**config.mk**
```make
export PLATFORM = sky130hd
export DESIGN_NAME = mem_stage_pipe
export DESIGN_NICKNAME = d
export VERILOG_FILES = /design/src/rtl/mem_pkg.sv /design/src/rtl/mem_lane_align.sv /design/src/rtl/mem_stage_pipe.sv
export SDC_FILE = /design/constraint.sdc
export NUM_CORES = 1
export LEC_CHECK = 0
export CAP_MARGIN = 20
export CORE_UTILIZATION = 40
export DETAILED_ROUTE_END_ITERATION = 6
export PLACE_DENSITY = 0.77
export SYNTH_ARGS = -nofsm -noshare
export SYNTH_HDL_FRONTEND = slang
export SYNTH_SLANG_ARGS = --single-unit
```
**constraint.sdc**
```tcl
create_clock -name clk -period 2.44 [get_ports clk]
set_input_delay 0.244 -clock clk [delete_from_list [all_inputs] [get_ports clk]]
set_output_delay 0.244 -clock clk [all_outputs]
set_load 0.1 [all_outputs]
```
**src/rtl/mem_pkg.sv**
```systemverilog
// Shared types and helpers for the handshaked memory stage.
//   state_t    : stage FSM encoding
//   size_t     : access size encoding
//   lane_off_w : number of address bits that select a byte lane
package mem_pkg;

  typedef enum logic [1:0] {
    IDLE = 2'd0,
    REQ  = 2'd1,
    DONE = 2'd2
  } state_t;

  typedef enum logic [1:0] {
    SZ_BYTE = 2'd0,
    SZ_HALF = 2'd1,
    SZ_FULL = 2'd2
  } size_t;

  // Lane-offset width: log2 of the number of byte lanes in the data bus.
  function automatic int unsigned lane_off_w(input int unsigned data_width);
    return $clog2(data_width / 8);
  endfunction

endpackage

```
**src/rtl/mem_lane_align.sv**
```systemverilog
// Combinational byte-lane alignment for the memory stage.
//   size       : access size
//   lane       : addressed byte lane (lane 0 = bits [0:7], big-endian)
//   sext       : sign-extend a sub-word load
//   store_data : store data, right-justified in the low lanes
//   load_raw   : raw data returned by memory
//   store_rep  : store data replicated across all lanes
//   byte_en    : lane enables (bit k = lane k)
//   misalign   : size/lane combination is not naturally aligned
//   load_ext   : addressed lane(s) right-justified and extended
module mem_lane_align
  import mem_pkg::*;
#(
  parameter int unsigned DATA_WIDTH = 32,
  localparam int unsigned OB = lane_off_w(DATA_WIDTH),
  localparam int unsigned NL = DATA_WIDTH / 8
) (
  input  size_t                 size,
  input  logic [OB-1:0]         lane,
  input  logic                  sext,
  input  logic [0:DATA_WIDTH-1] store_data,
  input  logic [0:DATA_WIDTH-1] load_raw,
  output logic [0:DATA_WIDTH-1] store_rep,
  output logic [0:NL-1]         byte_en,
  output logic                  misalign,
  output logic [0:DATA_WIDTH-1] load_ext
);

  logic [OB-1:0] half_lo;
  logic [OB-1:0] half_hi;
  logic [0:7]    lane_byte;
  logic [0:15]   lane_half;

  // Size-dependent replication, enables, alignment check and load extraction.
  always_comb begin
    store_rep = '0;
    byte_en   = '0;
    misalign  = 1'b0;
    load_ext  = '0;
    half_lo   = {lane[OB-1:1], 1'b0};
    half_hi   = {lane[OB-1:1], 1'b1};
    lane_byte = load_raw[8*int'(lane) +: 8];
    lane_half = load_raw[8*int'(half_lo) +: 16];
    case (size)
      SZ_BYTE: begin
        for (int k = 0; k < int'(NL); k++) begin
          store_rep[8*k +: 8] = store_data[DATA_WIDTH-8 +: 8];
        end
        byte_en[lane] = 1'b1;
        load_ext = {DATA_WIDTH{sext & lane_byte[0]}};
        load_ext[DATA_WIDTH-8 +: 8] = lane_byte;
      end
      SZ_HALF: begin
        // Even lanes take the upper byte of the half, odd lanes the lower.
        for (int k = 0; k < int'(NL); k++) begin
          store_rep[8*k +: 8] = store_data[DATA_WIDTH-16+8*(k%2) +: 8];
        end
        byte_en[half_lo] = 1'b1;
        byte_en[half_hi] = 1'b1;
        misalign = lane[0];
        load_ext = {DATA_WIDTH{sext & lane_half[0]}};
        load_ext[DATA_WIDTH-16 +: 16] = lane_half;
      end
      SZ_FULL: begin
        store_rep = store_data;
        byte_en   = '1;
        misalign  = (lane != '0);
        load_ext  = load_raw;
      end
      default: begin
        misalign = 1'b1;
      end
    endcase
  end

endmodule

```
**src/rtl/mem_stage_pipe.sv**
```systemverilog
// Handshaked memory stage between execute and data memory.
//   Processor side: valid/store_fp/addr/gp+fp data/write_enable/size/sign in,
//                   stall (combinational), data, data_valid, error out.
//   Memory side:    req/addr/data/byte_en/write_enable out, ack/data in.
// Requests are latched in IDLE, held in REQ until ack or timeout, and
// reported with a one-cycle data_valid pulse in DONE.
module mem_stage_pipe
  import mem_pkg::*;
#(
  parameter int unsigned DATA_WIDTH = 32,
  parameter int unsigned ADDR_WIDTH = 32,
  parameter int unsigned TIMEOUT    = 15,
  parameter int unsigned CNT_WIDTH  = 4
) (
  input  logic                    clk,
  input  logic                    reset_n,
  input  logic                    valid_from_proc,
  input  logic                    store_fp,
  input  logic [0:ADDR_WIDTH-1]   addr_from_proc,
  input  logic [0:DATA_WIDTH-1]   gp_data_from_proc,
  input  logic [0:DATA_WIDTH-1]   fp_data_from_proc,
  input  logic                    write_enable_from_proc,
  input  logic                    byte_from_proc,
  input  logic                    half_word_from_proc,
  input  logic                    sign_extend_from_proc,
  output logic                    stall_to_proc,
  output logic [0:DATA_WIDTH-1]   data_to_proc,
  output logic                    data_valid_to_proc,
  output logic                    error_to_proc,
  output logic                    req_to_mem,
  output logic [0:ADDR_WIDTH-1]   addr_to_mem,
  output logic [0:DATA_WIDTH-1]   data_to_mem,
  output logic [0:DATA_WIDTH/8-1] byte_en_to_mem,
  output logic                    write_enable_to_mem,
  input  logic                    ack_from_mem,
  input  logic [0:DATA_WIDTH-1]   data_from_mem
);

  localparam int unsigned OB = lane_off_w(DATA_WIDTH);
  localparam int unsigned NL = DATA_WIDTH / 8;
  localparam logic [CNT_WIDTH-1:0] CNT_LAST = CNT_WIDTH'(TIMEOUT - 1);

  state_t                 state_q, state_nxt;
  logic [CNT_WIDTH-1:0]   cnt_q, cnt_nxt;
  logic [OB-1:0]          lane_q, lane_nxt;
  size_t                  size_q, size_nxt;
  logic                   sext_q, sext_nxt;

  logic                   req_nxt;
  logic [0:ADDR_WIDTH-1]  addr_nxt;
  logic [0:DATA_WIDTH-1]  dmem_nxt;
  logic [0:NL-1]          be_nxt;
  logic                   we_nxt;
  logic [0:DATA_WIDTH-1]  dproc_nxt;
  logic                   dv_nxt;
  logic                   err_nxt;

  size_t                  size_in;
  logic [OB-1:0]          lane_in;
  size_t                  al_size;
  logic [OB-1:0]          al_lane;
  logic                   al_sext;
  logic [0:DATA_WIDTH-1]  store_sel;
  logic [0:DATA_WIDTH-1]  store_rep;
  logic [0:NL-1]          byte_en;
  logic                   misalign;
  logic [0:DATA_WIDTH-1]  load_ext;

  // Decode the incoming request; byte wins over half.
  always_comb begin
    size_in   = byte_from_proc      ? SZ_BYTE :
                half_word_from_proc ? SZ_HALF : SZ_FULL;
    lane_in   = addr_from_proc[ADDR_WIDTH-OB +: OB];
    store_sel = store_fp ? fp_data_from_proc : gp_data_from_proc;
    // In REQ the aligner works on the latched request for load extraction.
    al_size   = (state_q == REQ) ? size_q : size_in;
    al_lane   = (state_q == REQ) ? lane_q : lane_in;
    al_sext   = (state_q == REQ) ? sext_q : sign_extend_from_proc;
  end

  mem_lane_align #(.DATA_WIDTH(DATA_WIDTH)) u_align (
    .size       (al_size),
    .lane       (al_lane),
    .sext       (al_sext),
    .store_data (store_sel),
    .load_raw   (data_from_mem),
    .store_rep  (store_rep),
    .byte_en    (byte_en),
    .misalign   (misalign),
    .load_ext   (load_ext)
  );

  assign stall_to_proc = ((state_q == IDLE) && valid_from_proc) || (state_q == REQ);

  // Next state and next registered outputs.
  always_comb begin
    state_nxt = state_q;
    cnt_nxt   = cnt_q;
    lane_nxt  = lane_q;
    size_nxt  = size_q;
    sext_nxt  = sext_q;
    req_nxt   = req_to_mem;
    addr_nxt  = addr_to_mem;
    dmem_nxt  = data_to_mem;
    be_nxt    = byte_en_to_mem;
    we_nxt    = write_enable_to_mem;
    dproc_nxt = data_to_proc;
    dv_nxt    = 1'b0;
    err_nxt   = 1'b0;
    case (state_q)
      IDLE: begin
        if (valid_from_proc) begin
          if (misalign) begin
            state_nxt = DONE;
            dv_nxt    = 1'b1;
            err_nxt   = 1'b1;
            dproc_nxt = '0;
          end else begin
            state_nxt = REQ;
            cnt_nxt   = '0;
            req_nxt   = 1'b1;
            addr_nxt  = addr_from_proc;
            addr_nxt[ADDR_WIDTH-OB +: OB] = '0;
            dmem_nxt  = store_rep;
            be_nxt    = byte_en;
            we_nxt    = write_enable_from_proc;
            lane_nxt  = lane_in;
            size_nxt  = size_in;
            sext_nxt  = sign_extend_from_proc;
          end
        end
      end
      REQ: begin
        if (ack_from_mem) begin
          state_nxt = DONE;
          req_nxt   = 1'b0;
          dv_nxt    = 1'b1;
          dproc_nxt = write_enable_to_mem ? '0 : load_ext;
        end else if ((TIMEOUT != 0) && (cnt_q == CNT_LAST)) begin
          state_nxt = DONE;
          req_nxt   = 1'b0;
          dv_nxt    = 1'b1;
          err_nxt   = 1'b1;
          dproc_nxt = '0;
        end else begin
          cnt_nxt = cnt_q + CNT_WIDTH'(1);
        end
      end
      DONE: begin
        state_nxt = IDLE;
      end
      default: begin
        state_nxt = IDLE;
        req_nxt   = 1'b0;
      end
    endcase
  end

  // State and output registers with synchronous active-low reset.
  always_ff @(posedge clk) begin
    if (!reset_n) begin
      state_q             <= IDLE;
      cnt_q               <= '0;
      lane_q              <= '0;
      size_q              <= SZ_BYTE;
      sext_q              <= 1'b0;
      req_to_mem          <= 1'b0;
      addr_to_mem         <= '0;
      data_to_mem         <= '0;
      byte_en_to_mem      <= '0;
      write_enable_to_mem <= 1'b0;
      data_to_proc        <= '0;
      data_valid_to_proc  <= 1'b0;
      error_to_proc       <= 1'b0;
    end else begin
      state_q             <= state_nxt;
      cnt_q               <= cnt_nxt;
      lane_q              <= lane_nxt;
      size_q              <= size_nxt;
      sext_q              <= sext_nxt;
      req_to_mem          <= req_nxt;
      addr_to_mem         <= addr_nxt;
      data_to_mem         <= dmem_nxt;
      byte_en_to_mem      <= be_nxt;
      write_enable_to_mem <= we_nxt;
      data_to_proc        <= dproc_nxt;
      data_valid_to_proc  <= dv_nxt;
      error_to_proc       <= err_nxt;
    end
  end

endmodule

```
Yosys cells after proc, flatten, opt, wreduce, memory -nomap -nowiden
Index checks and enable logic that the tools add are counted.
- order comparisons: 6
- shift operators: 2
- bitwise gates (word level): 10
- equality and inequality tests: 11
- reduce and logical (&&, ||, !) cells: 14
- mux-type cells: 44
- add/subtract/negate cells: 1
- operator list (kind ; count):
    $mux W32 ; 6
    $pmux W32 S3 ; 2
    $shiftx A32 B32 Y33 ; 2
    $not A5 Y32 ; 2
    $pmux W32 S2 ; 1
    $mux W2 ; 8
    $mux W4 ; 4
    $mux W1 ; 13
    $pmux W4 S3 ; 1
    $ne A2 B2 Y1 const B ; 5
    $ge A3 B3 Y1 const B ; 3
    $lt A3 B1 Y1 const B ; 3
    $not A2 Y3 ; 3
    $pmux W4 S2 ; 1
    $reduce_and A4 Y1 ; 2
    $demux W1 S2 ; 3
    $pmux W1 S3 ; 2
    $reduce_and A5 Y1 ; 1
    $add A4 B1 Y4 const B ; 1
    $eq A2 B1 Y1 const B ; 2
    $eq A2 B2 Y1 const B ; 2
    $eq A4 B4 Y1 const B ; 1
    $logic_and A1 B1 Y1 ; 4
    $logic_not A2 Y1 ; 2
    other kinds (10) ; 14
- bits in registers: 113
- word-level logic and storage cells: 101
- output and inout bits: 105

Depth between registers and ports, before layout
Gate-level depths: netlist of run 1.
- depth after elaboration: 9
- depth in mapped cells: 10
- mapped depth without buffers: 7

By module
Synthesis of run 1 repeated with hierarchy kept, for this count alone.
- cell total of the unflattened synthesis: 682
- area, all modules: 5790.6 µm²
- modules (own cells, without submodules) (module ; sequential area each (µm²) ; area each (µm²) ; cells each ; times used):
    mem_stage_pipe ; 2262.2 ; 4529.3 ; 494 ; 1
    mem_lane_align ; 0.0 ; 1261.2 ; 188 ; 1

Least setup slack after synthesis of run 1
Ideal clock, no wire load.
- path kind: register to output
- start: register state_q[0]
- end: output stall_to_proc
- arrival: 1948 ps
- required time: 2196 ps
- cell stages (with the launch flop): 4
- setup slack: 248 ps
- path through: dfxtp_1 > clkbuf_1 > nor2_1 > nor2_1
- cells in the longest elaborated chain, start to end: 3
- RTL lines (what ; RTL line ; text):
    start, declared ; mem_stage_pipe.sv:43 ; state_t state_q, state_nxt;
    start signal, assigned ; mem_stage_pipe.sv:176 ; state_q <= state_nxt;
    $logic_not A2 Y1 ; mem_stage_pipe.sv:93 ; assign stall_to_proc = ((state_q == IDLE) && valid_from_proc) || (state_q == REQ);
    $logic_and A1 B1 Y1 ; mem_stage_pipe.sv:93 ;
    $logic_or A1 B1 Y1 (*) ; mem_stage_pipe.sv:93 ;
    end, declared ; mem_stage_pipe.sv:26 ; output logic stall_to_proc,
Every way passes the cells marked *; elsewhere a longest branch is shown, timed or not.

Final worst setup path of run 1
- start: register state_q[1]
- end: register data_to_proc[23] (netlist bit)
- cells in the longest elaborated chain, start to end: 9
- RTL lines (what ; RTL line ; text):
    $eq A2 B1 Y1 ; - ;
    $mux W2 ; mem_stage_pipe.sv:77 ; al_lane = (state_q == REQ) ? lane_q : lane_in;
    $not A5 Y32 (not written as such) ; mem_lane_align.sv:42 ; lane_byte = load_raw[8*int'(lane) +: 8];
    $shiftx A32 B32 Y33 ; mem_lane_align.sv:42 ;
    $and A1 B1 Y1 ; mem_lane_align.sv:50 ; load_ext = {DATA_WIDTH{sext & lane_byte[0]}};
    $pmux W32 S3 ; mem_lane_align.sv:44 ; case (size)
    $mux W32 ; mem_stage_pipe.sv:138 ; dproc_nxt = write_enable_to_mem ? '0 : load_ext;
    $mux W32 ; mem_stage_pipe.sv:134 ; if (ack_from_mem) begin
    $pmux W32 S2 ; mem_stage_pipe.sv:110 ; case (state_q)
    end signal, assigned ; mem_stage_pipe.sv:186 ; data_to_proc <= dproc_nxt;
    end, declared ; mem_stage_pipe.sv:27 ; output logic [0:DATA_WIDTH-1] data_to_proc,
Parallel ways exist; a longest one is shown, timed or not.
A chain may end at the register's enable or synchronous reset.

==> results.json, run 1 <==
{
  "syn_inst": 613,
  "fin_area_mm2": 0.00847,
  "rr_worst_depth": 7,
  "hold_viol": 0,
  "rr_endpoint": "data_to_proc[23]$_SDFFE_PN0P_",
  "area_growth_pct": 56.9,
  "cts_root_buf": "clkbuf_16",
  "yosysSeqAreaShare": 0.419,
  "reg2reg_setup_slack_ps": 60,
  "cts_tree": "yes",
  "cellLeakagePower_nw": 3.49,
  "overflow": 0,
  "hold_start": "addr_from_proc[18]",
  "wirelength_um": 19000,
  "fin_crit_sh": 0.977,
  "cts.sinks": 113,
  "fp.dieH_um": 118,
  "slew_violations": 0,
  "worstMarginPinSlew_ps": 730,
  "holdWs_ps": 377,
  "critPathKind": "register to register",
  "drt_pre_antenna_iters": 6,
  "status": "finished, final reports clean",
  "crit_arrival_ps": 2680,
  "portBuffers": 239,
  "grt_pass1_wl_um": 29800,
  "cp_data_required_time_ps": 2730,
  "vdd_drop_max_v": 0.000457,
  "grt_setup_unrepaired": "true",
  "syn_avg_cell_area_um2": 8.81,
  "grt_usage": 0.270,
  "synth_seq_cells": 113,
  "max_stage_delay_ps": 570,
  "period_minus_slack_ps": 2380,
  "wire_per_inst_um": 18.1,
  "synthArstFlopShare": 0,
  "clk_pin_slew_worst_paths_ps": 60,
  "yosysWarningCount": 0,
  "clk_path_buf_depth": 2,
  "grt_pass1_vias": 5754,
  "grt_antenna_before_repair": 0,
  "slew_headroom": 0.513,
  "hold_path_depth": 3,
  "setup_ws_ps": 55.3,
  "clk_latency_ps": 410,
  "first_iter_violations": 431,
  "nFillCells": 1081,
  "diodes": 0,
  "start_kind": "register",
  "place_ws_ps": 49.4,
  "drive_gt1_frac": 0.231,
  "final_core_util": 0.642,
  "hold_path_class": "input port to register",
  "power_density_mw_per_mm2": 861,
  "clock_skew_ps": 7.20,
  "r2r_start": "state_q[1]$_SDFFE_PN0P_",
  "cp_slowest_cell": "a211oi_1",
  "start_util": 0.409,
  "vias_per_cell": 5.59,
  "netlist_area_mm2": 0.00540,
  "synth-main-ff-cell": "dfxtp_1",
  "synth_edf_count": 0,
  "fp.coreArea_mm2": 0.0132,
  "fmax_mhz": 419,
  "ant_nets": 0,
  "finalNetCount": 997,
  "ys_types": 56,
  "num_rows": 42,
  "floorplan.die_area_mm2": 0.0140,
  "end_kind": "register",
  "die_w_um": 118,
  "grt_max_degree": 48,
  "vias": 5854,
  "num_io_pins": 242,
  "cts_buffers": 17,
  "htree_levels": 4,
  "drc_errors": 0,
  "worstPathCellList": "nand2b_1 -> buf_4 -> mux2i_1 -> a211oi_1 -> nor2_2 -> a222oi_1 -> o2bb2ai_1",
  "postPlaceCellArea_mm2": 0.00782,
  "cp_max_fo": 9,
  "routabilityCongestion": 0.895,
  "finalSetupViolCount": 0,
  "maxCapViolCount": 0,
  "hold_path_end": "addr_to_mem[18]$_SDFFE_PN0P_",
  "cts_setup_buffers": 0,
  "dp_hpwl_um": 14000
}
-- cells in the final DEF (no fill, tap or decap), drive strengths merged, types with 5 or more instances in the layout --
cell type,instances
nand2,91
buf,144
a222oi,8
o22ai,9
a31oi,7
a22oi,16
a21oi,48
nor3,22
clkdlybuf4s50,135
o21ai,14
o211ai,6
o211a,7
a211oi,13
nor2,54
mux2,10
a221oi,12
o221ai,11
clkbuf,17
inv,14
nand2b,5
mux2i,37
dfxtp,113
o2bb2ai,32
-- synthesized netlist by cell type, types with 2 or more instances --
cell type | count | share of area
o32ai_1 | 2 | 0.0032
o221ai_1 | 10 | 0.016
nand3_1 | 2 | 0.0019
nand4_1 | 3 | 0.0035
buf_2 | 13 | 0.012
nand2b_1 | 5 | 0.0058
o21ai_1 | 3 | 0.0028
inv_1 | 4 | 0.0028
o2bb2ai_1 | 32 | 0.052
o21ai_0 | 10 | 0.0093
mux2i_1 | 37 | 0.069
a211oi_1 | 13 | 0.018
o31a_1 | 2 | 0.0032
a22oi_1 | 16 | 0.022
a31oi_1 | 7 | 0.0081
nor2_1 | 53 | 0.037
o22ai_1 | 8 | 0.0093
a221oi_1 | 12 | 0.019
a21oi_1 | 48 | 0.044
dfxtp_1 | 113 | 0.42
o211a_1 | 7 | 0.013
clkbuf_1 | 25 | 0.017
buf_4 | 9 | 0.013
a21boi_2 | 2 | 0.0042
nor2b_1 | 3 | 0.0035
or2_2 | 2 | 0.0023
buf_6 | 6 | 0.013
a222oi_1 | 8 | 0.015
o31ai_1 | 2 | 0.0028
mux2_2 | 10 | 0.021
nor4bb_1 | 2 | 0.0037
ha_1 | 2 | 0.0046
nor4_1 | 2 | 0.0023
nand2_1 | 91 | 0.063
nand3b_1 | 2 | 0.0028
nor3_1 | 22 | 0.020
o211ai_1 | 6 | 0.0083
-- layer usage --
layer  share of wire  up-vias  track usage
met5               0        -            0
met1            0.40     2768        0.314
met3           0.086       33       0.0898
met2            0.49      279        0.463
met4           0.020        0       0.0946
li1                -     2774            -
-- per-stage QoR --
stage               total power (W)  instances  setup TNS (ps)
finish                      0.00730       1047               0
global route                0.00754       1047            -125
CTS                         0.00732       1047               0
detailed placement          0.00460       1015               0
global placement            0.00456       1015               0
floorplan                   0.00387        614               0
-- final cells by class --
cell class | instances | area, um2 | share of cell area
Clock buffer | 17 | 425 | 0.0502
Inverter | 5 | 18.8 | 0.00222
Clock inverter | 15 | 218 | 0.0257
Tap cell | 176 | 220 | 0.0260
Timing Repair Buffer | 279 | 2470 | 0.291
Multi-Input combinational cell | 442 | 2860 | 0.338
Sequential cell | 113 | 2260 | 0.267
-- power by group --
group	total (W)	internal [W]	switching [W]
clock	0.00272	0.00174	0.000974
sequential	0.00210	0.00200	0.0000965
combinational	0.00248	0.000748	0.00174
total	0.00730	0.00449	0.00281
-- sequential cells by signal (all words and copies together) (netlist names) --
name	flops
write_enable_to_mem	1
error_to_proc	1
byte_en_to_mem	4
size_q	2
sext_q	1
lane_q	2
data_to_mem	32
state_q	2
data_to_proc	32
req_to_mem	1
data_valid_to_proc	1
cnt_q	4
addr_to_mem	30
-- logic make-up after synthesis --
group | synth area share
compound gates | 0.270
simple gates | 0.157
flops | 0.419
buf+inv | 0.0586
mux | 0.0894
fa+ha+maj | 0.00463
other cells | 0.000694
-- critical path, delay by kind of cell (launching register included) --
family	cells	cell delay [ps]
buffers and inverters	1	190
DFF	1	430
muxes	1	130
AOI/OAI and AO/OA	3	1120
and+or+nand+nor	2	390
-- worst max-delay path by stage --
stage                       startpoint                            end  slack (ps)  depth (start not counted)
6_report       state_q[1]$_SDFFE_PN0P_  data_to_proc[23]$_SDFFE_PN0P_          60                          7
5_1_grt        state_q[1]$_SDFFE_PN0P_  data_to_proc[23]$_SDFFE_PN0P_         -60                          7
4_1_cts        state_q[0]$_SDFFE_PN0P_  data_to_proc[14]$_SDFFE_PN0P_          60                          7
3_5_place_dp            byte_from_proc  data_to_proc[16]$_SDFFE_PN0P_          50                          6
3_3_place_gp       half_word_from_proc  data_to_proc[25]$_SDFFE_PN0P_         130                          7
2_1_floorplan  state_q[0]$_SDFFE_PN0P_                  stall_to_proc         250                          3
-- timing repair --
action	CTS	global route
setup endpoints to repair	0	18
hold buffers	0	0
gates resized for setup	0	1
(Power assumes the default switching activity.)
==> run 2: changes to the inputs <==
--- a/config.mk
+++ b/config.mk
@@ -8,7 +8,9 @@
 export CAP_MARGIN = 20
 export CORE_UTILIZATION = 40
 export DETAILED_ROUTE_END_ITERATION = 6
-export PLACE_DENSITY = 0.77
+export PLACE_DENSITY = 0.76
+export SKIP_CTS_REPAIR_TIMING = 1
 export SYNTH_ARGS = -nofsm -noshare
 export SYNTH_HDL_FRONTEND = slang
+export SYNTH_HIERARCHICAL = 1
 export SYNTH_SLANG_ARGS = --single-unit
==> results.json, run 2 <==
{
  "cp_data_required_time_ps": 2760,
  "worstMarginPinSlew_ps": 512,
  "hold_viol": 0,
  "slew_headroom": 0.657,
  "netlist_top_cells_count": "nand2_1, dfxtp_1, a21oi_1",
  "fp.dieH_um": 122,
  "floorplan.die_area_mm2": 0.0150,
  "fp.coreArea_mm2": 0.0140,
  "synthMuxAreaShare": 0.0828,
  "wirelength_um": 18600,
  "finalSetupViolCount": 0,
  "drive_gt1_frac": 0.251,
  "start_kind": "register",
  "start_util": 0.414,
  "clk_pin_slew_worst_paths_ps": 50,
  "nFillCells": 1256,
  "clk_path_buf_depth": 2,
  "crit_arrival_ps": 2670,
  "vias_per_cell": 5.32,
  "vias": 5872,
  "diodes": 0,
  "synth-main-ff-cell": "dfxtp_1",
  "yosysTopAreaCellShare": 0.391,
  "drt_pre_antenna_iters": 7,
  "htree_levels": 4,
  "cts_buffers": 17,
  "synthMostInstantiatedCell": "nand2_1",
  "fmax_mhz": 425,
  "layout_common_cells": "nand2_1, clkdlybuf4s50_1, buf_4, dfxtp_1, a21oi_1",
  "num_rows": 43,
  "clock_skew_ps": 8.76,
  "syn_inst": 682,
  "grt_pass1_vias": 5549,
  "worstPathCellList": "nor2b_1 -> buf_4 -> o31ai_4 -> o21ai_2 -> a21oi_2 -> buf_4 -> nor4b_4 -> buf_4 -> buf_4 -> a21o_2 -> a311oi_1",
  "clk_latency_ps": 410,
  "tns_ps": 0,
  "hold_path_class": "input port to register",
  "synth-simple-area-share": 0.182,
  "status": "finished, final reports clean",
  "timing.critical_path.mode_cell": "buf_4",
  "dp_hpwl_um": 12700,
  "final_common_cell": "nand2_1",
  "maxCapViolCount": 0,
  "top_regs": "data_to_mem x32, data_to_proc x32, addr_to_mem x30",
  "netlist_area_mm2": 0.00579,
  "cts_root_buf": "clkbuf_16",
  "grt_antenna_before_repair": 0,
  "synthAdderAreaFrac": 0.00432,
  "synth_compound_area_frac": 0.265,
  "portBuffers": 239,
  "grt_usage": 0.242,
  "critPathKind": "register to register",
  "ant_nets": 0,
  "holdWs_ps": 383,
  "num_io_pins": 242,
  "cp_slowest_cell": "dfxtp_1",
  "vdd_drop_max_v": 0.000692,
  "fin_crit_sh": 0.963,
  "area_growth_pct": 51.6,
  "synth_seq_cells": 113,
  "period_minus_slack_ps": 2350,
  "reg2reg_setup_slack_ps": 90,
  "power_w": 0.00697,
  "grt_pass1_wl_um": 28100,
  "grt_max_degree": 77,
  "postPlaceCellArea_mm2": 0.00812,
  "synth.largest_area_cell": "dfxtp_1",
  "drc_errors": 0,
  "final_core_util": 0.628,
  "yosysWarningCount": 6,
  "power_density_mw_per_mm2": 794,
  "yosysSeqAreaShare": 0.391,
  "routabilityCongestion": 0.882,
  "overflow": 0,
  "cp_max_fo": 6,
  "end_kind": "register",
  "syn_avg_cell_area_um2": 8.49,
  "ys_types": 54,
  "synth_top_family_by_area": "compound AO/OA/AOI/OAI gates",
  "die_w_um": 122,
  "finalNetCount": 1050,
  "yosys.area_share.xor_xnor": 0,
  "synth_edf_count": 0,
  "max_stage_delay_ps": 320,
  "synthArstFlopShare": 0,
  "cts.sinks": 113,
  "fin_area_mm2": 0.00878,
  "wire_per_inst_um": 16.9,
  "yosys-top-cells-area": "dfxtp_1, nand2_1, a21oi_1",
  "cts_tree": "yes",
  "first_iter_violations": 509,
  "cellLeakagePower_nw": 3.73,
  "slew_violations": 0
}
## run 2: cell types whose count changed in the layout (fill, tap and decap cells not counted), sizes merged, moves of 27 or more
cell	previous run	this run
a32o	0	32
a21oi	48	108
mux2i	37	10
nand2	91	182
nor2	54	14
o2bb2ai	32	0
## run 2: stage by stage
step                std cells  setup slack (ps)
global route             1103             -8.52
detailed placement       1069             -71.1
global placement         1069              16.2
CTS                      1100              55.5
finish                   1103              89.2
floorplan                 683              -198
## run 2: per-layer routing
metal / track usage / part of all wire / up-vias
met1: 0.301 / 0.42 / 2751
met2: 0.399 / 0.47 / 239
met4: 0.0732 / 0.012 / 0
met3: 0.0757 / 0.089 / 17
met5: 0 / 0 / -
li1: - / - / 2865
## run 2: logic make-up after synthesis
kind of cell             count (synthesis)
AO/OA/AOI/OAI                          216
AND/OR/NAND/NOR                        236
buffers and inverters                   71
other                                    1
multiplexers                            43
flip-flops                             113
adder cells (fa/ha/maj)                  2
## run 2: critical path, delay by kind of cell (launching register included)
kind / cells / cell delay (ps)
AOI/OAI and AO/OA: 5 / 1120
buffers and inverters: 4 / 630
DFF: 1 / 320
and+or+nand+nor: 2 / 190
## run 2: where the power goes
part / total [W] / internal (W) / switching (W)
Combinational: 0.00234 / 0.000750 / 0.00159
Sequential: 0.00205 / 0.00198 / 0.0000677
Clock: 0.00258 / 0.00173 / 0.000858
## run 2: final cells by class
cell class	count	area [um2]	share of cell area
multi-input combinational	499	3160	0.359
clock buffer	21	450	0.0513
inverter	5	18.8	0.00214
tap	180	225	0.0256
clock inverter	10	160	0.0182
timing repair buffer	275	2510	0.286
sequential	113	2260	0.258
## run 2: final timing paths
path | start | end | cells past startpoint
setup / recovery | state_q[0]$_SDFFE_PN0P_ | cnt_q[3]$_SDFFE_PN0P_ | 11
setup reg to reg | state_q[0]$_SDFFE_PN0P_ | cnt_q[3]$_SDFFE_PN0P_ | 11
hold reg to reg | addr_to_mem[11]$_SDFFE_PN0P_ | addr_to_mem[11]$_SDFFE_PN0P_ | 2
hold / removal | addr_from_proc[16] | addr_to_mem[16]$_SDFFE_PN0P_ | 3
